### src/rtl/usb_ep_protocol_ctrl.sv
// usb_ep_protocol_ctrl
//   Sequences USB OUT and IN transactions for NUM_EP endpoints between the RX decoder,
//   TX encoder, data buffer and the AHB-side status registers. Per endpoint it keeps the
//   expected RX and next TX DATA0/DATA1 toggle, honours stall and buffer-reserved state,
//   and bounds every wait on the TX encoder so the bus side cannot hang.
//
// Ports
//   clk, rst             clock, synchronous active-high reset
//   rx_packet            RX event (0 idle, 1 OUT, 2 data, 3 RX err, 4 RX busy, 5 TX err, 6 IN)
//   rx_ep                endpoint of the current token
//   rx_pid_toggle        DATA0/DATA1 of the received data packet
//   buffer_reserved      per-endpoint buffer held by the AHB side
//   buffer_occupancy     bytes currently in the data buffer
//   tx_status            TX encoder finished the current packet (pulse)
//   ep_stall             per-endpoint halt
//   ep_toggle_clr        force both toggles of an endpoint back to DATA0
//   rx_data_ready .. tx_error   AHB status flags
//   d_mode               device drives the bus (IN transaction)
//   tx_packet            packet request to the TX encoder (0 idle, 1 data, 2 ACK, 3 NACK, 4 STALL)
//   tx_toggle            DATA PID toggle for the packet being sent
//   clear                flush the data buffer (pulse)
//   active_ep            endpoint of the current transaction
//   timeout_err          TX encoder wait expired (pulse)
module usb_ep_protocol_ctrl #(
  parameter int unsigned NUM_EP      = 2,
  parameter int unsigned BUF_DEPTH   = 64,
  parameter int unsigned TIMEOUT_CYC = 32,
  localparam int unsigned EPW  = (NUM_EP > 1) ? $clog2(NUM_EP) : 1,
  localparam int unsigned OCCW = $clog2(BUF_DEPTH + 1)
) (
  input  logic              clk,
  input  logic              rst,
  input  logic [2:0]        rx_packet,
  input  logic [EPW-1:0]    rx_ep,
  input  logic              rx_pid_toggle,
  input  logic [NUM_EP-1:0] buffer_reserved,
  input  logic [OCCW-1:0]   buffer_occupancy,
  input  logic              tx_status,
  input  logic [NUM_EP-1:0] ep_stall,
  input  logic [NUM_EP-1:0] ep_toggle_clr,
  output logic              rx_data_ready,
  output logic              rx_transfer_active,
  output logic              rx_error,
  output logic              tx_transfer_active,
  output logic              tx_error,
  output logic              d_mode,
  output logic [2:0]        tx_packet,
  output logic              tx_toggle,
  output logic              clear,
  output logic [EPW-1:0]    active_ep,
  output logic              timeout_err
);

  localparam int unsigned CNTW = $clog2(TIMEOUT_CYC);

  localparam logic [3:0] StIdle     = 4'd0;
  localparam logic [3:0] StRxActive = 4'd1;
  localparam logic [3:0] StRxDone   = 4'd2;
  localparam logic [3:0] StRxError  = 4'd3;
  localparam logic [3:0] StRxHs     = 4'd4;
  localparam logic [3:0] StTxStart  = 4'd5;
  localparam logic [3:0] StTxData   = 4'd6;
  localparam logic [3:0] StTxHs     = 4'd7;
  localparam logic [3:0] StTxError  = 4'd8;
  localparam logic [3:0] StTimeout  = 4'd9;

  localparam logic [2:0] RxOutTok = 3'd1;
  localparam logic [2:0] RxData   = 3'd2;
  localparam logic [2:0] RxErr    = 3'd3;
  localparam logic [2:0] RxBusy   = 3'd4;
  localparam logic [2:0] RxTxErr  = 3'd5;
  localparam logic [2:0] RxInTok  = 3'd6;

  localparam logic [2:0] PktData  = 3'd1;
  localparam logic [2:0] PktAck   = 3'd2;
  localparam logic [2:0] PktNack  = 3'd3;
  localparam logic [2:0] PktStall = 3'd4;

  logic [3:0]        state_q, state_d;
  logic [EPW-1:0]    active_ep_q, active_ep_d;
  logic [2:0]        hs_q, hs_d;
  logic              accept_q, accept_d;
  logic [CNTW-1:0]   cnt_q, cnt_d;
  logic [NUM_EP-1:0] rx_tog_q, rx_tog_d;
  logic [NUM_EP-1:0] tx_tog_q, tx_tog_d;

  logic ep_valid;
  logic overflow;
  logic expired;
  logic waiting_d;

  assign ep_valid  = 32'(rx_ep) < NUM_EP;
  assign overflow  = buffer_occupancy >= OCCW'(BUF_DEPTH);
  assign expired   = cnt_q == CNTW'(TIMEOUT_CYC - 1);
  assign waiting_d = state_d inside {StRxHs, StTxData, StTxHs};
  assign active_ep = active_ep_q;

  always_comb begin
    state_d     = state_q;
    active_ep_d = active_ep_q;
    hs_d        = hs_q;
    accept_d    = accept_q;
    rx_tog_d    = rx_tog_q;
    tx_tog_d    = tx_tog_q;

    case (state_q)
      StIdle: begin
        // Tokens addressing a non-existent endpoint are dropped.
        if ((rx_packet == RxOutTok || rx_packet == RxInTok) && ep_valid) begin
          active_ep_d = rx_ep;
          state_d     = (rx_packet == RxOutTok) ? StRxActive : StTxStart;
        end else if (rx_packet == RxTxErr) begin
          state_d = StTxError;
        end
      end
      StRxActive: begin
        if (rx_packet == RxErr || (rx_packet == RxBusy && overflow)) begin
          state_d = StRxError;
        end else if (rx_packet == RxData) begin
          state_d  = StRxDone;
          accept_d = 1'b0;
          if (ep_stall[active_ep_q]) begin
            hs_d = PktStall;
          end else if (buffer_reserved[active_ep_q]) begin
            hs_d = PktNack;
          end else begin
            // A toggle mismatch is a retransmission: ACK it but drop the data.
            hs_d     = PktAck;
            accept_d = rx_pid_toggle == rx_tog_q[active_ep_q];
          end
        end
      end
      StRxDone: begin
        if (accept_q) begin
          rx_tog_d[active_ep_q] = ~rx_tog_q[active_ep_q];
        end
        state_d = StRxHs;
      end
      StRxHs, StTxHs: begin
        if (tx_status) begin
          state_d = StIdle;
        end else if (expired) begin
          state_d = StTimeout;
        end
      end
      StTxStart: begin
        if (ep_stall[active_ep_q]) begin
          hs_d    = PktStall;
          state_d = StTxHs;
        end else if (buffer_reserved[active_ep_q] || buffer_occupancy == '0) begin
          hs_d    = PktNack;
          state_d = StTxHs;
        end else begin
          state_d = StTxData;
        end
      end
      StTxData: begin
        if (tx_status) begin
          tx_tog_d[active_ep_q] = ~tx_tog_q[active_ep_q];
          state_d               = StIdle;
        end else if (expired) begin
          state_d = StTimeout;
        end
      end
      default: state_d = StIdle;
    endcase

    // Host-requested toggle reset overrides any flip in the same cycle.
    for (int e = 0; e < int'(NUM_EP); e++) begin
      if (ep_toggle_clr[e]) begin
        rx_tog_d[e] = 1'b0;
        tx_tog_d[e] = 1'b0;
      end
    end

    // Wait states are only entered from non-wait states, so staying means counting.
    cnt_d = (waiting_d && state_d == state_q) ? cnt_q + 1'b1 : '0;
  end

  always_ff @(posedge clk) begin
    if (rst) begin
      state_q     <= StIdle;
      active_ep_q <= '0;
      hs_q        <= '0;
      accept_q    <= 1'b0;
      cnt_q       <= '0;
      rx_tog_q    <= '0;
      tx_tog_q    <= '0;
    end else begin
      state_q     <= state_d;
      active_ep_q <= active_ep_d;
      hs_q        <= hs_d;
      accept_q    <= accept_d;
      cnt_q       <= cnt_d;
      rx_tog_q    <= rx_tog_d;
      tx_tog_q    <= tx_tog_d;
    end
  end

  always_comb begin
    rx_data_ready      = 1'b0;
    rx_transfer_active = 1'b0;
    rx_error           = 1'b0;
    tx_transfer_active = 1'b0;
    tx_error           = 1'b0;
    d_mode             = 1'b0;
    tx_packet          = 3'd0;
    tx_toggle          = 1'b0;
    clear              = 1'b0;
    timeout_err        = 1'b0;
    case (state_q)
      StRxActive: rx_transfer_active = 1'b1;
      StRxDone: begin
        rx_data_ready = accept_q;
        clear         = ~accept_q;
      end
      StRxError: begin
        rx_error = 1'b1;
        clear    = 1'b1;
      end
      StRxHs: tx_packet = hs_q;
      StTxStart: d_mode = 1'b1;
      StTxData: begin
        tx_packet          = PktData;
        tx_transfer_active = 1'b1;
        d_mode             = 1'b1;
        tx_toggle          = tx_tog_q[active_ep_q];
      end
      StTxHs: begin
        tx_packet = hs_q;
        d_mode    = 1'b1;
      end
      StTxError: begin
        tx_error = 1'b1;
        clear    = 1'b1;
      end
      StTimeout: begin
        tx_error    = 1'b1;
        timeout_err = 1'b1;
        clear       = 1'b1;
      end
      default: ;
    endcase
  end

endmodule

### config.mk
export PLATFORM = sky130hd
export DESIGN_NAME = usb_ep_protocol_ctrl
export DESIGN_NICKNAME = d
export VERILOG_FILES = /design/src/rtl/usb_ep_protocol_ctrl.sv
export SDC_FILE = /design/constraint.sdc
export NUM_CORES = 1
export LEC_CHECK = 0
export ABC_AREA = 1
export BUFFER_PORTS_ARGS = -buffer_cell sky130_fd_sc_hd__buf_2
export CAP_MARGIN = 20
export CORE_MARGIN = 2
export CORE_UTILIZATION = 30
export DETAILED_ROUTE_END_ITERATION = 10
export PLACE_DENSITY = 0.59
export SETUP_SLACK_MARGIN = 0.2
export SLEW_MARGIN = 10
export SYNTH_ARGS = -nofsm -noshare
export SYNTH_HDL_FRONTEND = slang
export SYNTH_SLANG_ARGS = --single-unit
### constraint.sdc
create_clock -name clk -period 1.5 [get_ports clk]
set_input_delay 0.3 -clock clk [delete_from_list [all_inputs] [get_ports clk]]
set_output_delay 0.3 -clock clk [all_outputs]
set_load 0.03 [all_outputs]
==> reports/qor.log, run 1 <==
INFO  yosys          yosysSeqAreaShare=0.294
INFO  floorplanning  fp.dieW=67.9um
INFO  yosys          synth_largest_type_area_fraction=0.294
INFO  pwr            vdd.ir_drop.worst=0.000346V
INFO  floorplanning  die_y=67.9um
INFO  pwr            power_switching=0.518mW
INFO  sta            unrepaired_setup_endpoints_after_global_routing=true
INFO  sta            final_period_minus_worst_setup_slack=1560ps
INFO  layout         synthToLayoutAreaGrowth=73.4%
INFO  yosys          cell_area_after_synthesis=1220squm
INFO  run            max_cap_viol_count=0
INFO  route          wl=3350um
INFO  setup_path     ff_to_ff_path_depth=11
INFO  sta            hold-worst-slack=268ps
INFO  floorplanning  floorplan.rows=23
INFO  layout         fill_cells=381
INFO  route          detail_route.vias_per_cell=4.41
INFO  sta            setup-violations-final=7
INFO  pwr            sw_frac_of_total=0.345
INFO  global_routing grtUsageTotal=0.146
INFO  global_routing global_route_wire_length_before_repair=5130um
INFO  sta            finClkSkew=7.53ps
INFO  floorplanning  die_area=4610squm
INFO  layout         fin_util=0.535
INFO  floorplanning  floorplan.initialDensity=0.308
INFO  clock_tree     clock_insertion_delay_at_the_later_pin_of_the_skew_report=260ps
INFO  status         failed_checks=negative setup slack
INFO  worst_hold_path hold_path.startpoint=rst
INFO  pwr            total_leakage_power=0.913nW
INFO  layout         insertedDiodeCount=0
INFO  clock_tree     cts_root_buf=clkbuf_8
INFO  route          num_vias=1297
INFO  global_routing grt_antenna_before_repair=0
INFO  placed_design  detailedPlacementHpwl=2440um
INFO  route          drcViolationCount=0
INFO  layout         drive_above_1_share=0.598
INFO  setup_path     worstReg2RegStart=active_ep$_SDFFE_PP0P_
INFO  setup_path     r2r_slack=90ps
INFO  yosys          number_of_cells_produced_by_synthesis=181
INFO  setup_path     critical_path_class=flip-flop to output port
INFO  yosys          synth.ff_latch_count=18
INFO  clock_tree     cts_made_buffers=3
INFO  yosys          synthDominantAreaCellType=dfxtp_1
INFO  yosys          dominantRegCellSynth=dfxtp_1
INFO  clock_tree     cts_tree=done
INFO  global_routing via_count_of_the_first_global_routing_pass=1231
INFO  clock_tree     cts_hold_repair.buffers=0
INFO  status         run_status=finished, violations left
INFO  pwr            totalPowerFinal=1.50mW
INFO  setup_path     worst_r2r_endpoint=state_q[0]$_SDFF_PP0_
INFO  sta            finalWorstSetupSlack=-56.0ps
INFO  route          detailedRoute.firstPassIterationCount=4
INFO  worst_hold_path worstHoldPathType=primary input to flip-flop
INFO  clock_tree     clk_pin_slew_worst_paths=80ps
INFO  yosys          synth.lib_cells_used.distinct=34
INFO  layout         fin_area=2120squm
INFO  pwr            sequential_cell_fraction_of_total_power=0.349
INFO  pwr            comb_power_share=0.380
INFO  sta            min_period_over_period=1.04
INFO  placed_design  numPortBuffers=33
INFO  route          final_antenna_net_count=0
INFO  floorplanning  top_level_ports=34
INFO  yosys          yosys-top-cells-area=dfxtp_1 29%, nand2_1 11%, inv_1 8.3%
INFO  worst_hold_path worstHoldEndpoint=state_q[1]$_SDFF_PP0_
INFO  sta            timing_worst_slew_pin_value=288ps
INFO  clock_tree     clock_tree.htree_level_count=1
INFO  setup_path     worst_ep_arrival_time=1260ps
INFO  route          wl_per_cell=11.4um
INFO  pwr            intPower=0.985mW
INFO  setup_path     timing.critical_path.from_type=flip-flop
INFO  setup_path     worst-path-max-fanout=5
INFO  yosys          yosysWarningCount=0
INFO  yosys          synth_enable_flop_cells=0
INFO  worst_hold_path hold_path_depth=2
INFO  yosys          synthesis.nets=204
INFO  sta            slew_headroom=0.806
INFO  clock_tree     cts_max_path_buffers=2
INFO  sta            max_freq=643MHz
INFO  floorplanning  core_area=3970squm
INFO  route          detailedRoute.firstIterationViolations=30
INFO  pwr            clkPwrFrac=0.271
INFO  placed_design  gp_congestion=0.818
INFO  setup_path     critical_path_required=1200ps
INFO  global_routing grt-ovfl-total=0
INFO  clock_tree     numClockSinks=18
INFO  sta            slew_viol_final=0
INFO  pwr            power-per-cell-area=707nW/um^2
INFO  setup_path     timing.critical_path.to_type=output port
INFO  placed_design  dpl_worst_slack=98.1ps
INFO  yosys          postSynthAreaPerCell=6.77squm
INFO  layout         nets=268
INFO  sta            hold_viol_final=0
INFO  yosys          asyncSetResetFlopFracSynth=0
INFO  global_routing maximum_number_of_pins_on_one_net_before_global_route_repair=11
INFO  placed_design  place_area=1570squm
## layer usage
| layer | global-route usage | part of all wire |
|---|---|---|
| met5 | 0 | 0 |
| met3 | 0.0197 | 0.033 |
| met2 | 0.245 | 0.47 |
| met4 | 0.0400 | 0.010 |
| met1 | 0.194 | 0.48 |
## flip-flops by register name, summed over array words and instances, names as in the netlist
signal	count
accept_q	1
cnt_q	5
tx_tog_q	2
active_ep	1
state_q	4
rx_tog_q	2
hs_q	3
## synth_stat cells (3+ instances only)
| cell type | instances |
|---|---|
| inv_2 | 5 |
| nor2_1 | 26 |
| nor3_1 | 5 |
| inv_1 | 27 |
| nor2_4 | 6 |
| o21ai_1 | 4 |
| nand3_1 | 9 |
| nand2_2 | 8 |
| dfxtp_1 | 18 |
| nand2_1 | 37 |
| or2_2 | 3 |
| a21oi_1 | 5 |
## area by class of cell
cell class | instances | area, sq um | share of cell area
Multi-Input combinational cell | 128 | 976 | 0.459
Inverter | 34 | 158 | 0.0742
Clock buffer | 4 | 55.1 | 0.0259
Sequential cell | 18 | 382 | 0.180
Timing Repair Buffer | 60 | 492 | 0.231
Tap cell | 50 | 62.6 | 0.0294
## repair_timing
| item | CTS | global route |
|---|---|---|
| pin swaps | 9 | 15 |
| endpoints found under the hold margin | 0 | 0 |
| resized for setup | 54 | 32 |
| setup endpoints to repair | 24 | 31 |
| setup buffers | 19 | 6 |
## worst max-delay path: stages (launching register included)
cell and delay (ps):
dfxtp_4 380, inv_8 90, nand2_4 60, a2111oi_4 260, buf_4 210
## cells by family after synthesis
family / share of synthesized area
AO/OA/AOI/OAI: 0.105
XOR/XNOR: 0.00715
adder cells (fa/ha/maj): 0.0204
flip-flops: 0.294
AND/OR/NAND/NOR: 0.456
buffers and inverters: 0.117
## power groups by stage
stage               Sequential (mW)  Clock, mW  Combinational (mW)
floorplan                     0.536          0               0.259
global placement              0.544          0               0.347
detailed placement            0.544          0               0.346
CTS                           0.523      0.416               0.498
global route                  0.527      0.435               0.610
finish                        0.524      0.408               0.571
## cell usage in the layout (no fill, tap or decap), types with 3 or more instances in the layout
master	count
nor2_4	13
nor2_2	7
nand2_4	11
a21oi_1	4
inv_1	23
nor2_1	13
nand2_1	25
nor3_4	3
buf_6	19
or2_2	3
buf_4	19
dfxtp_4	5
inv_2	6
nand2_2	10
clkbuf_8	4
dfxtp_1	11
buf_2	20
nand3_1	7
## through the flow
stage | TNS [ps] | cells
3_3_place_gp | 0 | 265
2_1_floorplan | 0 | 181
5_1_grt | -641 | 294
6_report | -190 | 294
3_5_place_dp | 0 | 265
4_1_cts | -182 | 288
## worst max-delay path by stage
stage,from,end,cells after the start
2_1_floorplan,state_q[3]$_SDFF_PP0_,timeout_err,4
3_3_place_gp,state_q[1]$_SDFF_PP0_,tx_toggle,3
3_5_place_dp,state_q[1]$_SDFF_PP0_,tx_toggle,3
4_1_cts,state_q[1]$_SDFF_PP0_,tx_toggle,3
5_1_grt,state_q[0]$_SDFF_PP0_,clear,6
6_report,state_q[3]$_SDFF_PP0_,tx_toggle,4
Power figures use the tool's default switching activity.
==> run 2: changes to the inputs <==
--- a/config.mk
+++ b/config.mk
@@ -11,7 +11,7 @@
 export CORE_MARGIN = 2
 export CORE_UTILIZATION = 30
 export DETAILED_ROUTE_END_ITERATION = 10
-export PLACE_DENSITY = 0.59
+export PLACE_DENSITY_LB_ADDON = 0.15
 export SETUP_SLACK_MARGIN = 0.2
 export SLEW_MARGIN = 10
 export SYNTH_ARGS = -nofsm -noshare
==> run 2 against run 1 <==
Compared with the run above:
- the flow still finishes with violations (negative setup slack)
- final area shrank 3.5%
- critical path depth is the same
- register-to-register slack lost 30 ps
- routed wire length grew 0.30%
- sequential share of layout area grew 0.65 points
- worst setup slack lost 26 ps
- utilization shrank 1.9 points
- total power shrank 4.0%
- sequential cell count is the same
- via count grew 0.93%
- count of clock-buffer cells in the layout is the same
- critical path type unchanged
- highest routed layer unchanged
==> reports/qor.log, run 2 (synthesis gave the netlist of run 1 again) <==
INFO  placed_design  numPortBuffers=33 [unchanged]
INFO  route          detailedRoute.firstPassIterationCount=4 [unchanged]
INFO  layout         drive_above_1_share=0.552 [-0.0461]
INFO  pwr            comb_power_share=0.348 [-0.032]
INFO  pwr            total_leakage_power=0.868nW [-5.0%]
INFO  layout         regMostFlops=cnt_q
INFO  setup_path     worst_ep_arrival_time=1280ps [+20 ps]
INFO  layout         synthToLayoutAreaGrowth=67.4%
INFO  sta            max_freq=632MHz [-1.6%]
INFO  layout         nets=263 [-1.9%]
INFO  layout         insertedDiodeCount=0 [unchanged]
INFO  setup_path     critical_path_required=1200ps [about the same]
INFO  global_routing global_route_wire_length_before_repair=5170um [+0.82%]
INFO  layout         most_frequent_cells_in_the_layout=31 x nand2_1, 24 x inv_1, 21 x buf_2
INFO  pwr            clkPwrFrac=0.280 [+0.009]
INFO  route          detailedRoute.firstIterationViolations=46 [+53%]
INFO  clock_tree     clk_pin_slew_worst_paths=70ps [about the same]
INFO  pwr            sequential_cell_fraction_of_total_power=0.371 [+0.022]
INFO  pwr            intPower=0.949mW [-3.6%]
INFO  placed_design  dpl_worst_slack=106ps [+7.92 ps]
INFO  global_routing maximum_number_of_pins_on_one_net_before_global_route_repair=12 [+1]
INFO  layout         largestRegisters=cnt_q x5, state_q x4, hs_q x3
INFO  sta            min_period_over_period=1.05 [+0.0173]
INFO  floorplanning  floorplan.rows=23 [unchanged]
INFO  sta            timing_worst_slew_pin_value=301ps [+13.0 ps]
INFO  floorplanning  die_area=4610squm [unchanged]
INFO  placed_design  gp_congestion=0.811 [-0.83%]
INFO  layout         fin_area=2050squm [-3.5%]
INFO  layout         finalNonFillerCells=289 [-1.7%]
INFO  sta            slew_viol_final=0 [unchanged]
INFO  layout         largest_register_ffs=5 [unchanged]
INFO  route          drcViolationCount=0 [unchanged]
INFO  route          wl=3360um [+0.30%]
INFO  status         failed_checks=negative setup slack
INFO  clock_tree     numClockSinks=18 [unchanged]
INFO  layout         commonest_non_fill_non_tap_cell_in_the_layout=nand2_1
INFO  status         run_status=finished, violations left
INFO  floorplanning  floorplan.initialDensity=0.308 [unchanged]
INFO  setup_path     critical_path_class=flip-flop to output port
INFO  route          final_antenna_net_count=0 [unchanged]
INFO  clock_tree     clock_tree.htree_level_count=1 [unchanged]
INFO  clock_tree     cts_root_buf=clkbuf_8
INFO  sta            unrepaired_setup_endpoints_after_global_routing=true
INFO  clock_tree     cts_max_path_buffers=2 [unchanged]
INFO  floorplanning  die_y=67.9um [unchanged]
INFO  clock_tree     cts_hold_repair.buffers=0 [unchanged]
INFO  sta            slew_headroom=0.799 [-0.00687]
INFO  setup_path     timing.critical_path.from_type=flip-flop
INFO  sta            finalWorstSetupSlack=-82.0ps [-26.0 ps]
INFO  global_routing via_count_of_the_first_global_routing_pass=1126 [-8.5%]
INFO  sta            hold-worst-slack=294ps [+25.2 ps]
INFO  run            max_cap_viol_count=0 [unchanged]
INFO  placed_design  detailedPlacementHpwl=2390um [-1.9%]
INFO  floorplanning  top_level_ports=34 [unchanged]
INFO  placed_design  place_area=1580squm [+0.48%]
INFO  worst_hold_path worstHoldPathType=primary input to flip-flop
INFO  floorplanning  core_area=3970squm [unchanged]
INFO  sta            final_period_minus_worst_setup_slack=1580ps [+26.0 ps]
INFO  pwr            sw_frac_of_total=0.342 [-0.00258]
INFO  global_routing grtUsageTotal=0.151 [+0.00532]
INFO  clock_tree     clock_insertion_delay_at_the_later_pin_of_the_skew_report=250ps [about the same]
INFO  sta            setup-violations-final=8 [+1]
INFO  placed_design  dp.cells=266 [+0.38%]
INFO  route          wl_per_cell=11.6um [+2.0%]
INFO  sta            hold_viol_final=0 [unchanged]
INFO  pwr            power_switching=0.494mW [-4.7%]
INFO  clock_tree     cts_made_buffers=3 [unchanged]
INFO  setup_path     timing.critical_path.to_type=output port
INFO  clock_tree     cts_tree=done
INFO  global_routing grt_antenna_before_repair=0 [unchanged]
INFO  setup_path     worst-path-max-fanout=4 [-1]
INFO  route          detail_route.vias_per_cell=4.53 [+2.7%]
INFO  route          num_vias=1309 [+0.93%]
INFO  pwr            power-per-cell-area=704nW/um^2 [-0.56%]
INFO  sta            finClkSkew=4.03ps [-3.49 ps]
INFO  pwr            vdd.ir_drop.worst=0.000369V [+6.6%]
INFO  layout         fin_util=0.516 [-0.0186]
INFO  floorplanning  fp.dieW=67.9um [unchanged]
INFO  global_routing grt-ovfl-total=0 [unchanged]
run 2: stage by stage:
stage / setup TNS, ps / power [mW]
6_report: -374 / 1.44
5_1_grt: -838 / 1.51
4_1_cts: -308 / 1.42
3_5_place_dp: 0 / 0.888
3_3_place_gp: 0 / 0.889
2_1_floorplan: 0 / 0.795
run 2: worst max-delay path, cell delays in order (launching register included):
cell and delay (ps):
dfxtp_4 370, inv_8 80, nand2_8 50, a2111oi_4 310, buf_4 210
run 2: layout make-up:
cell class,instances,area (sq um)
inverter,34,153
sequential,18,382
clock buffer,4,55.1
multi-input combinational,128,946
tap,50,62.6
fill,390,1920
timing repair buffer,55,453
run 2: final timing paths:
kind | cells past startpoint | from | end | slack (ps)
worst max-delay path | 4 | state_q[0]$_SDFF_PP0_ | tx_toggle | -80
worst min-delay path | 2 | rst | state_q[1]$_SDFF_PP0_ | 290
worst max register to register | 11 | cnt_q[1]$_SDFF_PP0_ | state_q[1]$_SDFF_PP0_ | 60
worst min register to register | 2 | hs_q[1]$_SDFFE_PP0P_ | hs_q[1]$_SDFFE_PP0P_ | 470
run 2: metal layers:
| layer | part of all wire | wire (um) | global-route usage |
|---|---|---|---|
| met2 | 0.51 | 1700 | 0.257 |
| met5 | 0 | 0 | 0 |
| met4 | 0.0063 | 21 | 0.0450 |
| met3 | 0.032 | 107 | 0.0148 |
| met1 | 0.45 | 1530 | 0.201 |
run 2: repair_timing:
action / CTS / global route
pin swaps: 16 / 15
gates cloned: 0 / 0
buffers inserted: 13 / 6
endpoints found under the setup margin: 25 / 30
resized for setup: 49 / 20
run 2: power by group through the flow:
stage / logic [mW] / registers, mW / clock network (mW)
final: 0.503 / 0.536 / 0.404
after global routing: 0.541 / 0.538 / 0.436
after CTS: 0.469 / 0.535 / 0.415
after detailed placement: 0.344 / 0.543 / 0
after global placement: 0.345 / 0.544 / 0
after floorplan: 0.259 / 0.536 / 0
